**src/rtl/branch_history_table.sv**
```systemverilog
// Bimodal branch predictor: 2-bit saturating counters indexed by PC, with EX-stage training and redirect.
// Optional BHT_STATS_EN adds saturating branch/mispredict statistics outputs.
module branch_history_table #(
  parameter int unsigned INDEX_BITS = 4,
  parameter int unsigned PC_WIDTH   = 64
) (
  input  logic                clk,
  input  logic                reset,
  input  logic [PC_WIDTH-1:0] fetch_pc,
  output logic                prediction,
  input  logic                ex_branch,
  input  logic [PC_WIDTH-1:0] ex_pc,
  input  logic                ex_taken,
  input  logic                ex_prediction,
  input  logic [PC_WIDTH-1:0] ex_target,
  output logic                mispredict,
  output logic [PC_WIDTH-1:0] redirect_pc
`ifdef BHT_STATS_EN
  ,
  output logic [31:0]         stat_branches,
  output logic [31:0]         stat_mispredicts
`endif
);

  localparam int unsigned ENTRIES  = 1 << INDEX_BITS;
  localparam int unsigned STAT_W   = 32;
  localparam logic [1:0]  CNT_SNT  = 2'b00;
  localparam logic [1:0]  CNT_WNT  = 2'b01;
  localparam logic [1:0]  CNT_ST   = 2'b11;

  logic [1:0]            counter_q [ENTRIES];
  logic [1:0]            counter_d [ENTRIES];
  logic [INDEX_BITS-1:0] fetch_idx;
  logic [INDEX_BITS-1:0] upd_idx;
  logic                  unused_fetch_bits;

  assign fetch_idx = fetch_pc[INDEX_BITS+1:2];
  assign upd_idx   = ex_pc[INDEX_BITS+1:2];

  // Low byte-offset bits and bits above the index alias by design.
  assign unused_fetch_bits = ^{fetch_pc[1:0], fetch_pc[PC_WIDTH-1:INDEX_BITS+2]};

  // Lookup reads the registered table, so a same-cycle update is not bypassed.
  assign prediction  = counter_q[fetch_idx][1];
  assign mispredict  = ex_branch & (ex_taken ^ ex_prediction);
  assign redirect_pc = ex_taken ? ex_target : ex_pc + PC_WIDTH'(4);

  // Saturating training from the stored counter, not the carried prediction.
  always_comb begin
    for (int i = 0; i < ENTRIES; i++) begin
      counter_d[i] = counter_q[i];
    end
    if (ex_branch) begin
      if (ex_taken) begin
        if (counter_q[upd_idx] != CNT_ST) begin
          counter_d[upd_idx] = counter_q[upd_idx] + 2'd1;
        end
      end else begin
        if (counter_q[upd_idx] != CNT_SNT) begin
          counter_d[upd_idx] = counter_q[upd_idx] - 2'd1;
        end
      end
    end
  end

  always_ff @(posedge clk) begin
    if (!reset) begin
      for (int i = 0; i < ENTRIES; i++) begin
        counter_q[i] <= CNT_WNT;
      end
    end else begin
      for (int i = 0; i < ENTRIES; i++) begin
        counter_q[i] <= counter_d[i];
      end
    end
  end

`ifdef BHT_STATS_EN
  logic [STAT_W-1:0] stat_branches_q;
  logic [STAT_W-1:0] stat_branches_d;
  logic [STAT_W-1:0] stat_mispredicts_q;
  logic [STAT_W-1:0] stat_mispredicts_d;

  // Event counters stick at all-ones instead of wrapping.
  always_comb begin
    stat_branches_d    = stat_branches_q;
    stat_mispredicts_d = stat_mispredicts_q;
    if (ex_branch && (stat_branches_q != '1)) begin
      stat_branches_d = stat_branches_q + STAT_W'(1);
    end
    if (mispredict && (stat_mispredicts_q != '1)) begin
      stat_mispredicts_d = stat_mispredicts_q + STAT_W'(1);
    end
  end

  always_ff @(posedge clk) begin
    if (!reset) begin
      stat_branches_q    <= '0;
      stat_mispredicts_q <= '0;
    end else begin
      stat_branches_q    <= stat_branches_d;
      stat_mispredicts_q <= stat_mispredicts_d;
    end
  end

  assign stat_branches    = stat_branches_q;
  assign stat_mispredicts = stat_mispredicts_q;
`endif

endmodule
```
**config.mk**
```make
export PLATFORM = sky130hd
export DESIGN_NAME = branch_history_table
export DESIGN_NICKNAME = d
export VERILOG_FILES = /design/src/rtl/branch_history_table.sv
export SDC_FILE = /design/constraint.sdc
export NUM_CORES = 1
export LEC_CHECK = 0
export CORE_UTILIZATION = 30
export DETAILED_ROUTE_END_ITERATION = 10
export HOLD_SLACK_MARGIN = 0.1
export PLACE_DENSITY = 0.77
export RECOVER_POWER = 100
export SLEW_MARGIN = 20
export SYNTH_ARGS = -nofsm -noshare
export SYNTH_HDL_FRONTEND = slang
export SYNTH_SLANG_ARGS = --single-unit
```
**constraint.sdc**
```tcl
create_clock -name clk -period 11.4 [get_ports clk]
set_clock_uncertainty 0.15 [all_clocks]
set_input_delay 3.42 -clock clk [delete_from_list [all_inputs] [get_ports clk]]
set_output_delay 3.42 -clock clk [all_outputs]
set_load 0.02 [all_outputs]
```
==> impl_metrics.env <==
export IMPL_postCtsHoldBufs=0
export IMPL_ios=263
export IMPL_synth_top_area_share=0.170
export IMPL_finalMaxSlewViolations=46
export IMPL_hpwl_um=11100
export IMPL_fin_setup_tns_ps=0
export IMPL_power_density_nw_per_um2=70.2
export IMPL_violations="max-capacitance violations, max-slew violations"
export IMPL_final_antenna_net_count=0
export IMPL_crit_fanout=7
export IMPL_grt_use_total=0.206
export IMPL_final_core_util=0.500
export IMPL_final_min_clock_period_ps=10690
export IMPL_grt_first_pass_wirelength_um=21200
export IMPL_htree_num_levels=2
export IMPL_max_stage_delay_ps=990
export IMPL_antenna_found_initial=1
export IMPL_grt_pass1_vias=4097
export IMPL_routed_wl_um=14000
export IMPL_route_detailed_drc=0
export IMPL_status="finished with violations"
export IMPL_yosysSeqAreaShare=0.170
export IMPL_cap_violations=1
export IMPL_worst_setup_path_end_kind="primary output"
export IMPL_fp_dieH_um=114
export IMPL_cts_tree="done"
export IMPL_cts_sinks=32
export IMPL_syn_num_nets=744
export IMPL_rsz0062_at_grt="no"
export IMPL_yosys_warnings=0
export IMPL_holdPathStages=2
export IMPL_max_freq_mhz=93.5
export IMPL_setup_violations_final=0
export IMPL_cts_resized=0
export IMPL_drive_gt1_frac=0.0499
export IMPL_worstPathCellList="clkdlybuf4s50_1, nand4_2, nor4_1, nand3_1, or4_1, a31oi_1, dlygate4sd3_1"
export IMPL_io_buffers=202
export IMPL_hp_class="reg2reg"
export IMPL_ctsLongestPathBuffers=2
export IMPL_dp_slack_ps=898
export IMPL_yosys_register_bits=32
export IMPL_netlist_area_um2=3770
export IMPL_postCtsSetupBuffers=0
export IMPL_wl_per_cell_um=15.7
export IMPL_avgSynthCellArea_um2=6.96
export IMPL_async_flop_share=0
export IMPL_synth_area_leaders="dfxtp_1 (17%), nand2_1 (11%), nand3_1 (7.3%)"
export IMPL_power_leakage_nw=2.16
export IMPL_slew_headroom=-0.234
export IMPL_vias=4649
export IMPL_dieArea_um2=13000
export IMPL_gp_congestion=0.881
export IMPL_firstDrtPassIters=5
export IMPL_synth_top_area_cell="dfxtp_1"
export IMPL_final_cell_mix="clkdlybuf4s50_1 (138), nand2_1 (113), dlygate4sd3_1 (63)"
export IMPL_synthCells=541
export IMPL_synth_edf_count=0
export IMPL_core_um2=12100
export IMPL_grt_overflow=0
export IMPL_cp_buffers_inverters=2
export IMPL_clk_pin_slew_worst_paths_ps=50
export IMPL_setup_ws_ps=706
export IMPL_grt_max_degree=66
export IMPL_synth_ff_type="dfxtp_1"
export IMPL_drt_iter0_drc=261
export IMPL_final_nets=925
export IMPL_syn_to_final_growth_pct=60.7
export IMPL_via_per_inst=5.22
export IMPL_finalPower_mw=0.425
export IMPL_crit_required_ps=7830
export IMPL_root_buffer="clkbuf_16"
export IMPL_rows=40
export IMPL_die_width_um=114
export IMPL_final_hold_viol_count=0
export IMPL_reg2reg_depth=10
export IMPL_crit_family="simple AND/OR/NAND/NOR gates"
export IMPL_start_kind="input port"
export IMPL_r2r_slack_ps=8100
export IMPL_synth_cell_types=41
export IMPL_fin_crit_sh=0.938
export IMPL_clk_latency_ps=280
export IMPL_ir_worst_vdd_mv=0.0737
export IMPL_mostFrequentLayoutCell="clkdlybuf4s50_1"
export IMPL_cp_arrival_ps=7120
export IMPL_cts_made_buffers=5
export IMPL_worst_slew_pin_slew_ps=1850
export IMPL_crit_type="in2out"
export IMPL_cpMaxStageDelayCell="nor4_1"
export IMPL_start_util=0.311
-- tightest hold or removal path, cell delays in order (launching register included) --
cell and delay (ps):
dfxtp_1 310, nand2_1 50, nand3_1 60
-- report_power, final --
group	internal, mW	total [mW]	switching (mW)
Sequential	0.114	0.115	0.00123
Clock	0.0914	0.137	0.0453
Combinational	0.0887	0.173	0.0843
-- worst max path at each step --
stage	depth (start not counted)	startpoint	slack, ps	end
2_1_floorplan	6	ex_pc[17]	2290	redirect_pc[57]
3_5_place_dp	7	ex_pc[19]	900	redirect_pc[51]
3_3_place_gp	7	ex_pc[19]	920	redirect_pc[59]
5_1_grt	7	ex_pc[19]	480	redirect_pc[63]
4_1_cts	7	ex_pc[19]	890	redirect_pc[51]
6_report	7	ex_pc[19]	710	redirect_pc[63]
-- per-layer routing --
layer  up-vias  wire (um)  track usage  share of wire
li1       2326          -            -              -
met1      2144       5640        0.248           0.40
met2       165       7230        0.383           0.52
met3        14        926       0.0275          0.066
met4         0        195       0.0554          0.014
met5         -          0            0              0
-- synth_stat cells (11+ instances only) --
| library cell | count |
|---|---|
| a21boi_0 | 12 |
| a31oi_1 | 11 |
| and3_1 | 15 |
| clkbuf_1 | 32 |
| dfxtp_1 | 32 |
| mux2i_1 | 13 |
| mux4_2 | 11 |
| nand2_1 | 113 |
| nand3_1 | 55 |
| nand4_1 | 24 |
| nor2_1 | 19 |
| nor3_1 | 11 |
| o21ai_0 | 44 |
| xnor2_1 | 23 |
| xor2_1 | 23 |
-- final cells by class --
type / instances / area [um2]
fillers: 1226 / 6060
multi-input cells: 464 / 2950
repair buffers: 210 / 2070
flip-flops and latches: 32 / 641
well taps: 168 / 210
clock buffers: 7 / 153
inverters: 9 / 33.8
diodes: 1 / 2.50
-- logic make-up after synthesis --
| logic type | synth area share |
|---|---|
| xor+xnor | 0.107 |
| compound gates | 0.139 |
| fa+ha+maj | 0.0199 |
| buf+inv | 0.0452 |
| flops | 0.170 |
| mux | 0.124 |
| simple gates | 0.394 |
-- per-stage QoR --
stage,area (um2),hold WS (ps),instances
global route,6060,337,891
global placement,5920,300,883
floorplan,3770,284,541
detailed placement,5920,306,883
CTS,6070,318,890
finish,6060,317,891
No activity file was read; power rests on OpenSTA's default activity.
